--- src/rtl/mem_port_arbiter_pkg.sv ---
`default_nettype none
// ============================================================================
//  Module      : mem_port_arbiter_pkg
//  Description : Shared types and constants for the IF/MEM shared-SRAM
//                arbiter. It holds the arbiter FSM state encoding, the
//                grant-owner type, the default SRAM wait-state count and
//                the width of the wait-state counter.
//  Revision    : 1.0 - initial release
// ============================================================================
package mem_port_arbiter_pkg;

    // Arbiter FSM states
    typedef enum logic [1:0] {
        IDLE    = 2'd0,
        MEM_ACC = 2'd1,
        IF_ACC  = 2'd2,
        DONE    = 2'd3
    } arb_state_t;

    // Owner of the access in flight
    typedef enum logic {
        GNT_IF  = 1'b0,
        GNT_MEM = 1'b1
    } gnt_t;

    // SRAM cycles per access (legal range 1..15)
    localparam int c_default_wait_cycles = 3;

    // Wide enough to hold WAIT_CYCLES-1 over the whole legal range
    localparam int c_wait_cnt_w = 4;

endpackage
`default_nettype wire

--- src/rtl/mem_port_arbiter_if.sv ---
`default_nettype none
// ============================================================================
//  Module      : mem_port_arbiter_if
//  Description : Bundle of the IF request port, the MEM request port and
//                the external SRAM pins served by mem_port_arbiter.
//                slave  - the arbiter side
//                master - the pipeline / SRAM side (testbench, pipeline top)
//  Signals     : if_req/if_addr/if_rdata/if_ready        instruction fetch
//                mem_r_en/mem_w_en/mem_addr/mem_wdata/
//                mem_rdata/mem_ready                     load/store
//                sram_addr/sram_wdata/sram_rdata/
//                sram_ce_n/sram_we_n/sram_oe_n           SRAM pins
//  Revision    : 1.0 - initial release
// ============================================================================
interface mem_port_arbiter_if #(
    parameter int ADDR_W  = 32,
    parameter int DATA_W  = 32,
    parameter int SRAM_AW = 16
);
    logic               if_req;
    logic [ADDR_W-1:0]  if_addr;
    logic [DATA_W-1:0]  if_rdata;
    logic               if_ready;

    logic               mem_r_en;
    logic               mem_w_en;
    logic [ADDR_W-1:0]  mem_addr;
    logic [DATA_W-1:0]  mem_wdata;
    logic [DATA_W-1:0]  mem_rdata;
    logic               mem_ready;

    logic [SRAM_AW-1:0] sram_addr;
    logic [DATA_W-1:0]  sram_wdata;
    logic [DATA_W-1:0]  sram_rdata;
    logic               sram_ce_n;
    logic               sram_we_n;
    logic               sram_oe_n;

    modport slave (
        input  if_req, if_addr, mem_r_en, mem_w_en, mem_addr, mem_wdata, sram_rdata,
        output if_rdata, if_ready, mem_rdata, mem_ready,
               sram_addr, sram_wdata, sram_ce_n, sram_we_n, sram_oe_n
    );

    modport master (
        output if_req, if_addr, mem_r_en, mem_w_en, mem_addr, mem_wdata, sram_rdata,
        input  if_rdata, if_ready, mem_rdata, mem_ready,
               sram_addr, sram_wdata, sram_ce_n, sram_we_n, sram_oe_n
    );

endinterface
`default_nettype wire

--- src/rtl/mem_port_arbiter_wait_counter.sv ---
`default_nettype none
// ============================================================================
//  Module      : mem_wait_counter
//  Description : Loadable down-counter with terminal-count flag. A load
//                takes priority over counting. The counter stops at zero,
//                so tc stays high until the next load.
//  Ports       : clk, rst (async, active-low)
//                load / load_val  start a new count
//                en               decrement while nonzero
//                count            current value
//                tc               count == 0
//  Revision    : 1.0 - initial release
// ============================================================================
module mem_wait_counter #(
    parameter int WIDTH = 4
) (
    input  wire logic             clk,
    input  wire logic             rst,
    input  wire logic             load,
    input  wire logic [WIDTH-1:0] load_val,
    input  wire logic             en,
    output logic      [WIDTH-1:0] count,
    output logic                  tc
);

    localparam logic [WIDTH-1:0] c_one = WIDTH'(1);

    logic [WIDTH-1:0] r_count;

    always_ff @(posedge clk or negedge rst) begin
        if (!rst) begin
            r_count <= '0;
        end else if (load) begin
            r_count <= load_val;
        end else if (en && (r_count != '0)) begin
            r_count <= r_count - c_one;
        end
    end

    assign count = r_count;
    assign tc    = (r_count == '0);

endmodule
`default_nettype wire

--- src/rtl/mem_port_arbiter.sv ---
`default_nettype none
// ============================================================================
//  Module      : mem_port_arbiter
//  Description : Shares one single-ported, multi-cycle SRAM between
//                instruction fetch and the MEM stage. A MEM request wins
//                over an IF request. Each access holds the SRAM enables for
//                WAIT_CYCLES cycles, then spends one cycle in DONE. The
//                ready pulse is registered out of DONE, so it appears in
//                the IDLE cycle that follows. The freeze outputs stall the
//                pipeline while its request is still outstanding.
//  Ports       : clk, rst (async, active-low)
//                bus          mem_port_arbiter_if.slave (IF, MEM, SRAM)
//                freeze_if    hold PC and IF/ID
//                freeze_pipe  hold all pipeline registers
//                busy         FSM not in IDLE
//                perf_if_stall / perf_mem_stall  (MEM_ARB_PERF_EN only)
//  Options     : `define MEM_ARB_PERF_EN adds saturating 32-bit stall
//                counters.
//  Revision    : 1.0 - initial release
// ============================================================================
module mem_port_arbiter
    import mem_port_arbiter_pkg::*;
#(
    parameter int ADDR_W      = 32,
    parameter int DATA_W      = 32,
    parameter int SRAM_AW     = 16,
    parameter int WAIT_CYCLES = c_default_wait_cycles   // 1..15
) (
    input  wire logic          clk,
    input  wire logic          rst,
    mem_port_arbiter_if.slave  bus,
    output logic               freeze_if,
    output logic               freeze_pipe,
    output logic               busy
`ifdef MEM_ARB_PERF_EN
    ,
    output logic [31:0]        perf_if_stall,
    output logic [31:0]        perf_mem_stall
`endif
);

    localparam logic [c_wait_cnt_w-1:0] c_load_val = c_wait_cnt_w'(WAIT_CYCLES - 1);

    arb_state_t           r_state;
    arb_state_t           w_state_nxt;
    gnt_t                 r_gnt;
    logic                 r_is_wr;
    logic [SRAM_AW-1:0]   r_sram_addr;
    logic [DATA_W-1:0]    r_sram_wdata;
    logic [DATA_W-1:0]    r_if_rdata;
    logic [DATA_W-1:0]    r_mem_rdata;
    logic                 r_if_ready;
    logic                 r_mem_ready;

    logic                 w_mem_req;
    logic                 w_ready_cycle;
    logic                 w_grant_mem;
    logic                 w_grant_if;
    logic                 w_in_acc;
    logic                 w_last;
    logic                 w_tc;
    logic [c_wait_cnt_w-1:0] w_cnt;
    logic                 w_ce_n;
    logic                 w_we_n;
    logic                 w_oe_n;

    // Simultaneous load/store enables count as one request and as a store.
    assign w_mem_req = bus.mem_r_en | bus.mem_w_en;

    // In the cycle a ready pulse is out, the requester still presents the
    // request it is about to retire. Granting then would repeat the access.
    assign w_ready_cycle = r_if_ready | r_mem_ready;

    // ------------------------------------------------------------------
    // Wait-state sequencing
    // ------------------------------------------------------------------
    mem_wait_counter #(
        .WIDTH    (c_wait_cnt_w)
    ) u_wait_cnt (
        .clk      (clk),
        .rst      (rst),
        .load     (w_grant_mem | w_grant_if),
        .load_val (c_load_val),
        .en       (w_in_acc),
        .count    (w_cnt),
        .tc       (w_tc)
    );

    // ------------------------------------------------------------------
    // FSM
    // ------------------------------------------------------------------
    always_ff @(posedge clk or negedge rst) begin
        if (!rst) begin
            r_state <= IDLE;
        end else begin
            r_state <= w_state_nxt;
        end
    end

    always_comb begin
        w_state_nxt = r_state;
        w_grant_mem = 1'b0;
        w_grant_if  = 1'b0;
        w_in_acc    = 1'b0;
        w_ce_n      = 1'b1;
        w_we_n      = 1'b1;
        w_oe_n      = 1'b1;
        case (r_state)
            IDLE: begin
                if (!w_ready_cycle) begin
                    if (w_mem_req) begin
                        w_grant_mem = 1'b1;
                        w_state_nxt = MEM_ACC;
                    end else if (bus.if_req) begin
                        w_grant_if  = 1'b1;
                        w_state_nxt = IF_ACC;
                    end
                end
            end
            MEM_ACC, IF_ACC: begin
                w_in_acc = 1'b1;
                w_ce_n   = 1'b0;
                w_we_n   = ~r_is_wr;
                w_oe_n   = r_is_wr;
                if (w_tc) begin
                    w_state_nxt = DONE;
                end
            end
            DONE: begin
                w_state_nxt = IDLE;
            end
            default: begin
                w_state_nxt = IDLE;
            end
        endcase
    end

    assign w_last = w_in_acc & w_tc;

    // ------------------------------------------------------------------
    // Request capture, read-data capture and ready pulses
    // ------------------------------------------------------------------
    always_ff @(posedge clk or negedge rst) begin
        if (!rst) begin
            r_gnt        <= GNT_IF;
            r_is_wr      <= 1'b0;
            r_sram_addr  <= '0;
            r_sram_wdata <= '0;
            r_if_rdata   <= '0;
            r_mem_rdata  <= '0;
            r_if_ready   <= 1'b0;
            r_mem_ready  <= 1'b0;
        end else begin
            if (w_grant_mem) begin
                r_gnt        <= GNT_MEM;
                r_is_wr      <= bus.mem_w_en;
                r_sram_addr  <= bus.mem_addr[SRAM_AW+1:2];
                r_sram_wdata <= bus.mem_wdata;
            end else if (w_grant_if) begin
                r_gnt        <= GNT_IF;
                r_is_wr      <= 1'b0;
                r_sram_addr  <= bus.if_addr[SRAM_AW+1:2];
            end

            if (w_last && !r_is_wr) begin
                if (r_gnt == GNT_MEM) begin
                    r_mem_rdata <= bus.sram_rdata;
                end else begin
                    r_if_rdata  <= bus.sram_rdata;
                end
            end

            r_mem_ready <= (r_state == DONE) && (r_gnt == GNT_MEM);
            r_if_ready  <= (r_state == DONE) && (r_gnt == GNT_IF);
        end
    end

    // ------------------------------------------------------------------
    // Outputs
    // ------------------------------------------------------------------
    assign bus.sram_addr  = r_sram_addr;
    assign bus.sram_wdata = r_sram_wdata;
    assign bus.sram_ce_n  = w_ce_n;
    assign bus.sram_we_n  = w_we_n;
    assign bus.sram_oe_n  = w_oe_n;
    assign bus.if_rdata   = r_if_rdata;
    assign bus.if_ready   = r_if_ready;
    assign bus.mem_rdata  = r_mem_rdata;
    assign bus.mem_ready  = r_mem_ready;

    // A pending MEM request freezes everything, including the cycles in
    // which IF owns the port.
    assign freeze_pipe = w_mem_req & ~r_mem_ready;
    assign freeze_if   = freeze_pipe | (bus.if_req & ~r_if_ready);
    assign busy        = (r_state != IDLE);

`ifdef MEM_ARB_PERF_EN
    logic [31:0] r_perf_if_stall;
    logic [31:0] r_perf_mem_stall;

    always_ff @(posedge clk or negedge rst) begin
        if (!rst) begin
            r_perf_if_stall  <= '0;
            r_perf_mem_stall <= '0;
        end else begin
            if (freeze_if && (r_perf_if_stall != '1)) begin
                r_perf_if_stall <= r_perf_if_stall + 32'd1;
            end
            if (freeze_pipe && (r_perf_mem_stall != '1)) begin
                r_perf_mem_stall <= r_perf_mem_stall + 32'd1;
            end
        end
    end

    assign perf_if_stall  = r_perf_if_stall;
    assign perf_mem_stall = r_perf_mem_stall;
`endif

    // Byte-lane bits and address bits above the SRAM range are ignored.
    // The live count is only needed inside the counter.
    logic w_unused_bits;
    assign w_unused_bits = ^{bus.mem_addr[ADDR_W-1:SRAM_AW+2], bus.mem_addr[1:0],
                             bus.if_addr[ADDR_W-1:SRAM_AW+2],  bus.if_addr[1:0],
                             w_cnt};

endmodule
`default_nettype wire

--- src/flat_wrapper.sv ---
// flat-port wrapper written by rule: the top's interface ports become plain ports
module mem_port_arbiter_flat import mem_port_arbiter_pkg::*;
#(
    parameter int ADDR_W      = 32,
    parameter int DATA_W      = 32,
    parameter int SRAM_AW     = 16,
    parameter int WAIT_CYCLES = c_default_wait_cycles           
)
  (clk, rst, freeze_if, freeze_pipe, busy, bus_if_req, bus_if_addr, bus_mem_r_en, bus_mem_w_en, bus_mem_addr, bus_mem_wdata, bus_sram_rdata, bus_if_rdata, bus_if_ready, bus_mem_rdata, bus_mem_ready, bus_sram_addr, bus_sram_wdata, bus_sram_ce_n, bus_sram_we_n, bus_sram_oe_n);
  mem_port_arbiter_if #(.ADDR_W(ADDR_W), .DATA_W(DATA_W), .SRAM_AW(SRAM_AW)) bus_i ();
  input  wire logic clk;
  input  wire logic rst;
  output logic freeze_if;
  output logic freeze_pipe;
  output logic busy;
  input wire logic [$bits(bus_i.if_req)-1:0] bus_if_req;
  input wire logic [$bits(bus_i.if_addr)-1:0] bus_if_addr;
  input wire logic [$bits(bus_i.mem_r_en)-1:0] bus_mem_r_en;
  input wire logic [$bits(bus_i.mem_w_en)-1:0] bus_mem_w_en;
  input wire logic [$bits(bus_i.mem_addr)-1:0] bus_mem_addr;
  input wire logic [$bits(bus_i.mem_wdata)-1:0] bus_mem_wdata;
  input wire logic [$bits(bus_i.sram_rdata)-1:0] bus_sram_rdata;
  output wire logic [$bits(bus_i.if_rdata)-1:0] bus_if_rdata;
  output wire logic [$bits(bus_i.if_ready)-1:0] bus_if_ready;
  output wire logic [$bits(bus_i.mem_rdata)-1:0] bus_mem_rdata;
  output wire logic [$bits(bus_i.mem_ready)-1:0] bus_mem_ready;
  output wire logic [$bits(bus_i.sram_addr)-1:0] bus_sram_addr;
  output wire logic [$bits(bus_i.sram_wdata)-1:0] bus_sram_wdata;
  output wire logic [$bits(bus_i.sram_ce_n)-1:0] bus_sram_ce_n;
  output wire logic [$bits(bus_i.sram_we_n)-1:0] bus_sram_we_n;
  output wire logic [$bits(bus_i.sram_oe_n)-1:0] bus_sram_oe_n;
  assign bus_i.if_req = bus_if_req;
  assign bus_i.if_addr = bus_if_addr;
  assign bus_i.mem_r_en = bus_mem_r_en;
  assign bus_i.mem_w_en = bus_mem_w_en;
  assign bus_i.mem_addr = bus_mem_addr;
  assign bus_i.mem_wdata = bus_mem_wdata;
  assign bus_i.sram_rdata = bus_sram_rdata;
  assign bus_if_rdata = bus_i.if_rdata;
  assign bus_if_ready = bus_i.if_ready;
  assign bus_mem_rdata = bus_i.mem_rdata;
  assign bus_mem_ready = bus_i.mem_ready;
  assign bus_sram_addr = bus_i.sram_addr;
  assign bus_sram_wdata = bus_i.sram_wdata;
  assign bus_sram_ce_n = bus_i.sram_ce_n;
  assign bus_sram_we_n = bus_i.sram_we_n;
  assign bus_sram_oe_n = bus_i.sram_oe_n;
  mem_port_arbiter #(.ADDR_W(ADDR_W), .DATA_W(DATA_W), .SRAM_AW(SRAM_AW), .WAIT_CYCLES(WAIT_CYCLES)) u_core (.clk(clk), .rst(rst), .bus(bus_i), .freeze_if(freeze_if), .freeze_pipe(freeze_pipe), .busy(busy));
endmodule
--- config.mk ---
export PLATFORM = sky130hd
export DESIGN_NAME = mem_port_arbiter_flat
export DESIGN_NICKNAME = d
export VERILOG_FILES = /design/src/rtl/mem_port_arbiter_pkg.sv /design/src/rtl/mem_port_arbiter_if.sv /design/src/rtl/mem_port_arbiter_wait_counter.sv /design/src/rtl/mem_port_arbiter.sv /design/src/flat_wrapper.sv
export SDC_FILE = /design/constraint.sdc
export NUM_CORES = 1
export LEC_CHECK = 0
export CORE_ASPECT_RATIO = 1.2
export CORE_MARGIN = 2
export CORE_UTILIZATION = 40
export DETAILED_ROUTE_END_ITERATION = 10
export GPL_ROUTABILITY_DRIVEN = 1
export PLACE_DENSITY = 0.8
export SLEW_MARGIN = 20
export SYNTH_ARGS = -nofsm -noshare
export SYNTH_HDL_FRONTEND = slang
export SYNTH_HIERARCHICAL = 1
export SYNTH_SLANG_ARGS = --single-unit
export TNS_END_PERCENT = 20
--- constraint.sdc ---
create_clock -name clk -period 2.6 [get_ports clk]
set_input_delay 0.52 -clock clk [delete_from_list [all_inputs] [get_ports clk]]
set_output_delay 0.52 -clock clk [all_outputs]
set_load 0.005 [all_outputs]
Yosys cells after proc, flatten, opt, wreduce, memory -nomap -nowiden
Index checks and enable logic that the tools add are counted.

Register bits after elaboration: 122.

Eq/ne operators: 6. Add/subtract/negate cells: 1. Multiplexer cells: 23. Reduce and logical (&&, ||, !) cells: 15. Bitwise gates (word level): 11.

Operators by type and width (number): 2-to-1 mux 16 bit (2); 2-to-1 mux 1 bit (14); 2-to-1 mux 2 bit (4); 2-to-1 mux 4 bit (2); one-hot mux 2 bit (3 select lines) (1); nonzero test 2 bit (3); == test 2 bit (second input constant) (2); logical AND 1 bit (4); zero test 4 bit (1); inverter 1 bit (4); bitwise OR 1 bit (4); AND reduction 2 bit (2); nonzero test 4 bit (1); subtractor 4 x 1 -> 4 bit (second input constant) (1); bitwise AND 1 bit (3); != test 3 x 2 -> 1 bit (second input constant) (1); AND reduction 3 bit (1); == test 2 x 1 -> 1 bit (second input constant) (1); zero test 2 bit (1); != test 2 x 1 -> 1 bit (second input constant) (1); != test 2 bit (second input constant) (1); OR reduction 2 bit (1); zero test 1 bit (1).

Logic depth before layout (Yosys ltp)
Depth in word-level cells: 6. Mapped depth: 9. Gate-level depth less buffers: 7.

Modules after synthesis
The synthesis kept the hierarchy.

By module, submodules not included: mem_port_arbiter (seq. area each 2952.8 µm², instances 1, cells an instance 301, area each 4740.8 µm²); mem_wait_counter (seq. area each 100.1 µm², instances 1, cells an instance 27, area each 270.3 µm²).

Worst setup path after synthesis
OpenSTA, ideal clock, no wires.

Kind: input port to flip-flop. From: input port bus_mem_w_en. To: register u_core.u_wait_cnt.r_count[1], in the netlist u_core/u_wait_cnt/count[1]. Stages: 7. Arrival: 1.906 ns. Data required time: 2.520 ns. Slack: 0.613 ns. Setup time: 0.080 ns. Cells stage by stage: or3_1 buf_2 nand2_1 inv_1 buf_6 or4_1 o211ai_2.

Longest elaborated chain between the ends: 6. Elaborated cells between the ends (all ways): 10.

RTL lines: start, declared (line flat_wrapper.sv:19) `input wire logic [$bits(bus_i.mem_w_en)-1:0] bus_mem_w_en;`; bitwise OR 1 bit * (line mem_port_arbiter.sv:68) `assign w_mem_req = bus.mem_r_en | bus.mem_w_en;`; 2-to-1 mux 1 bit (line mem_port_arbiter.sv:111) `if (w_mem_req) begin`; 2-to-1 mux 1 bit (line mem_port_arbiter.sv:110) `if (!w_ready_cycle) begin`; 2-to-1 mux 1 bit (line mem_port_arbiter.sv:108) `case (r_state)`; bitwise OR 1 bit * (line mem_port_arbiter.sv:82) `.load (w_grant_mem | w_grant_if),`; 2-to-1 mux 4 bit / nonzero test 2 bit (equally long branches); end signal, assigned (line mem_port_arbiter_wait_counter.sv:34) `r_count <= load_val;`; end signal, assigned (line mem_port_arbiter_wait_counter.sv:36) `r_count <= r_count - c_one;`; end, declared (line mem_port_arbiter_wait_counter.sv:28) `logic [WIDTH-1:0] r_count;`.

Mark *: on every way between the ends. The rest lies on a longest branch, timed or not. A chain may end at the register's enable or synchronous reset.

Worst setup path after layout
From: input port bus_mem_w_en. To: output port freeze_if.

Longest elaborated chain between the ends: 3.

RTL lines: bitwise OR 1 bit (line mem_port_arbiter.sv:68); bitwise AND 1 bit (line mem_port_arbiter.sv:193) `assign freeze_pipe = w_mem_req & ~r_mem_ready;`; bitwise OR 1 bit (line mem_port_arbiter.sv:194) `assign freeze_if = freeze_pipe | (bus.if_req & ~r_if_ready);`; end, declared (line flat_wrapper.sv:13) `output logic freeze_if;`.

Every way passes these cells.

==> summary.txt <==
Critical path
  – Critical path data required time: around 2.1 ns
  – Critical Path Fanout Max: 7
  – Critical path, cell by cell: clkdlybuf4s50_1 > nor2_2 > o22ai_1 > clkdlybuf4s50_1
  – WP data arrival: just under 2 ns
  – Slowest CP cell: clkdlybuf4s50_1
  – CP max stage delay: between 0.4 and 0.5 ns
  – Startpoint types: primary input
  – Crit Path Category: in -> out
  – Most frequent CP cell: clkdlybuf4s50_1
  – Critical path endpoint category: output pin

Routing
  – Vias: approximately 3600
  – Number of remaining DRC errors: 0
  – Initial DRC count: 90
  – Drt wl/cell: between 15 and 20 um
  – WL final: ~12000 um
  – First-pass DRT Iterations: 6
  – DRT antenna net count: 0
  – Vias per cell: between 4 and 5

Logic synthesis
  – Synth async-reset ratio: 100%
  – Distinct cell type count after synthesis: 42
  – Most used DFF post-synth: dfrtp_1
  – Post-Synthesis Cells: approximately 330
  – Mapped cell area: approximately 5000 um2
  – Post-synthesis sequential area ratio: between 60% and 70%
  – Post-synth EDFFs: 0
  – Yosys warning total: 6
  – Avg Synthesized Cell Area: roughly 15 um2
  – Post-synthesis register bit count: roughly 120

Layout
  – Layout cells sized above 1: 28.2%
  – Ant diodes: 0
  – Final net count: about 700
  – Area delta synth->final: 59.4%

Timing
  – Worst Skew: roughly 0.0086 ns
  – Peak Freq: about 0.40 GHz
  – Final setup fails: 0
  – Final Hold Vio Count: 0
  – Slew HR: about 53%
  – Least-Margin Pin Slew: 0.712 ns
  – Final Max Tran Viols: 0
  – TNS Setup: 0 ns
  – RSZ-0062 raised after global routing: no
  – Ratio of final minimum period to clock period: a little over nine tenths
  – Hold_ws: between 0.1 and 0.15 ns
  – Crit path time final: between 2 and 2.5 ns

Clock network
  – Setup bufs post-CTS: 0
  – CTS Buf Count: 17
  – Clock latency on the worst-skew pair: roughly 0.40 ns
  – Clock tree buffer depth: 2
  – Hold-fix buffers at CTS: 0
  – CTS root buf: clkbuf_16
  – CTS Sinks: between 100 and 150
  – # resized after CTS: 0
  – CTS clock-pin slew for the worst setup and hold paths: about 0.05 ns
  – CTS tree: yes
  – H-tree levels: 4

Floorplan
  – Die height: between 100 and 150 um
  – Site row count: 44
  – Boundary Pins: between 200 and 300
  – Effective utilization at floorplan: between 40% and 50%
  – Core region area: 12200 um2
  – Die ar.: ~13000 um2
  – Die width: 106 um

Power and ir drop
  – Power Density: ~1300 nW/um2
  – Leak: roughly 3.4 nW
  – Worst vdd ir: about 0.66 mV
  – Tot Pwr: approximately 10 mW

Outcome
  – Run status: completed

Global routing
  – Vias in the first global route: about 4000
  – Largest net degree at the start of global routing: 48
  – GRT overflow: 0
  – Initial antenna violation count: 0
  – First-pass GRT wire length: ~20000 um
  – All-Layer GR Usage: roughly a fifth

Placement
  – Routability cong.: about 0.73
  – Post-DP HPWL: between 8000 and 9000 um
  – # port buffers: 220

Worst hold path
  – Worst hold path type: in -> async

Flow run
  – Max-cap viol count: 0
layout by cell type (no fill, tap or decap), types with 3 or more instances in the layout:
cell type and instances:
o221a_2 15, dfrtp_1 122, a21o_1 18, buf_4 7, conb_1 4, inv_1 10
buf_12 3, clkdlybuf4s50_1 219, clkinv_2 5, nand2_1 5, nor2_1 3, mux2_2 95
ha_1 3, clkbuf_16 17, bufinv_16 3
critical path: cells and delay by family:
kind	cells	cell delay, ns
buffers and inverters	2	0.96
AND/OR/NAND/NOR	1	0.32
AO/OA/AOI/OAI	1	0.15
Yosys cell counts, types with 2 or more instances:
library cell	instances	area share, %
buf_6	8	1.8
nand2_1	5	0.37
o221a_2	15	3.4
ha_1	4	1.0
a21o_1	18	2.7
nor2b_1	3	0.37
buf_2	8	0.80
mux2_1	2	0.45
nor3b_2	2	0.50
o32a_1	2	0.40
nor3_1	2	0.20
conb_1	2	0.15
dfrtp_1	122	61
inv_1	10	0.75
mux2_2	95	21
o21ai_0	2	0.20
nor2_1	3	0.22
registers in the layout (all words and copies together) (netlist names):
register / cells
u_core/bus.if_rdata: 32
u_core/r_gnt: 1
u_core/bus.if_ready: 1
u_core/bus.mem_ready: 1
u_core/r_state: 2
u_core/r_is_wr: 1
u_core/bus.sram_wdata: 32
u_core/u_wait_cnt/count: 4
u_core/bus.sram_addr: 16
u_core/bus.mem_rdata: 32
power breakdown:
group	switching (mW)	internal, mW
Combinational	1.47	3.01
Sequential	0.540	2.88
Clock	0.815	1.53
Total	2.83	7.41
through the flow:
stage / cell area, um2 / util [%] / worst slack (ns) / instances
floorplan: 5020 / - / 0.613 / 330
global placement: 7390 / 60.7 / 0.137 / 703
detailed placement: 7390 / 60.7 / 0.132 / 703
CTS: 7980 / 65.6 / 0.0715 / 735
global route: 7990 / 65.6 / 0.0710 / 735
finish: 7990 / 65.6 / 0.122 / 735
final timing paths:
kind	startpoint	to	slack (ns)	depth (start not counted)
max	bus_mem_w_en	freeze_if	0.12	4
min reg2reg	u_core/bus.if_rdata[1]	u_core/bus.if_rdata[1]	0.49	1
min in group clk	u_core/bus.if_rdata[1]	u_core/bus.if_rdata[1]	0.49	1
max reg2reg	u_core/u_wait_cnt/count[0]	u_core/bus.if_rdata[22]	0.42	6
max in group asynchronous	rst	u_core/bus.mem_rdata[10]	1.78	2
min	rst	u_core/bus.sram_wdata[4]	0.13	1
area by class of cell:
type | instances | area [um2]
Tap cell | 161 | 201
Clock inverter | 12 | 148
Clock buffer | 20 | 447
Multi-Input combinational cell | 181 | 1800
Fill cell | 899 | 4180
Sequential cell | 122 | 3050
Timing Repair Buffer | 229 | 2300
Inverter | 10 | 37.5
cell families (layout without fill, tap and decap cells):
kind of cell,after synthesis,count (layout),share of synthesized area (%)
flip-flops,122,122,60.9
AO/OA/AOI/OAI,49,49,8.71
buffers and inverters,27,271,3.50
AND/OR/NAND/NOR,27,27,3.92
multiplexers,97,97,21.8
other,2,4,0.150
adder cells (fa/ha/maj),4,4,0.999
layer usage:
layer	vias to the layer above	track usage, %	part of all wire, %
li1	1659	-	-
met1	1786	22.0	38
met5	-	0	0
met4	0	5.80	1.2
met3	13	6.53	8.7
met2	159	33.3	52
(Power assumes the default switching activity.)
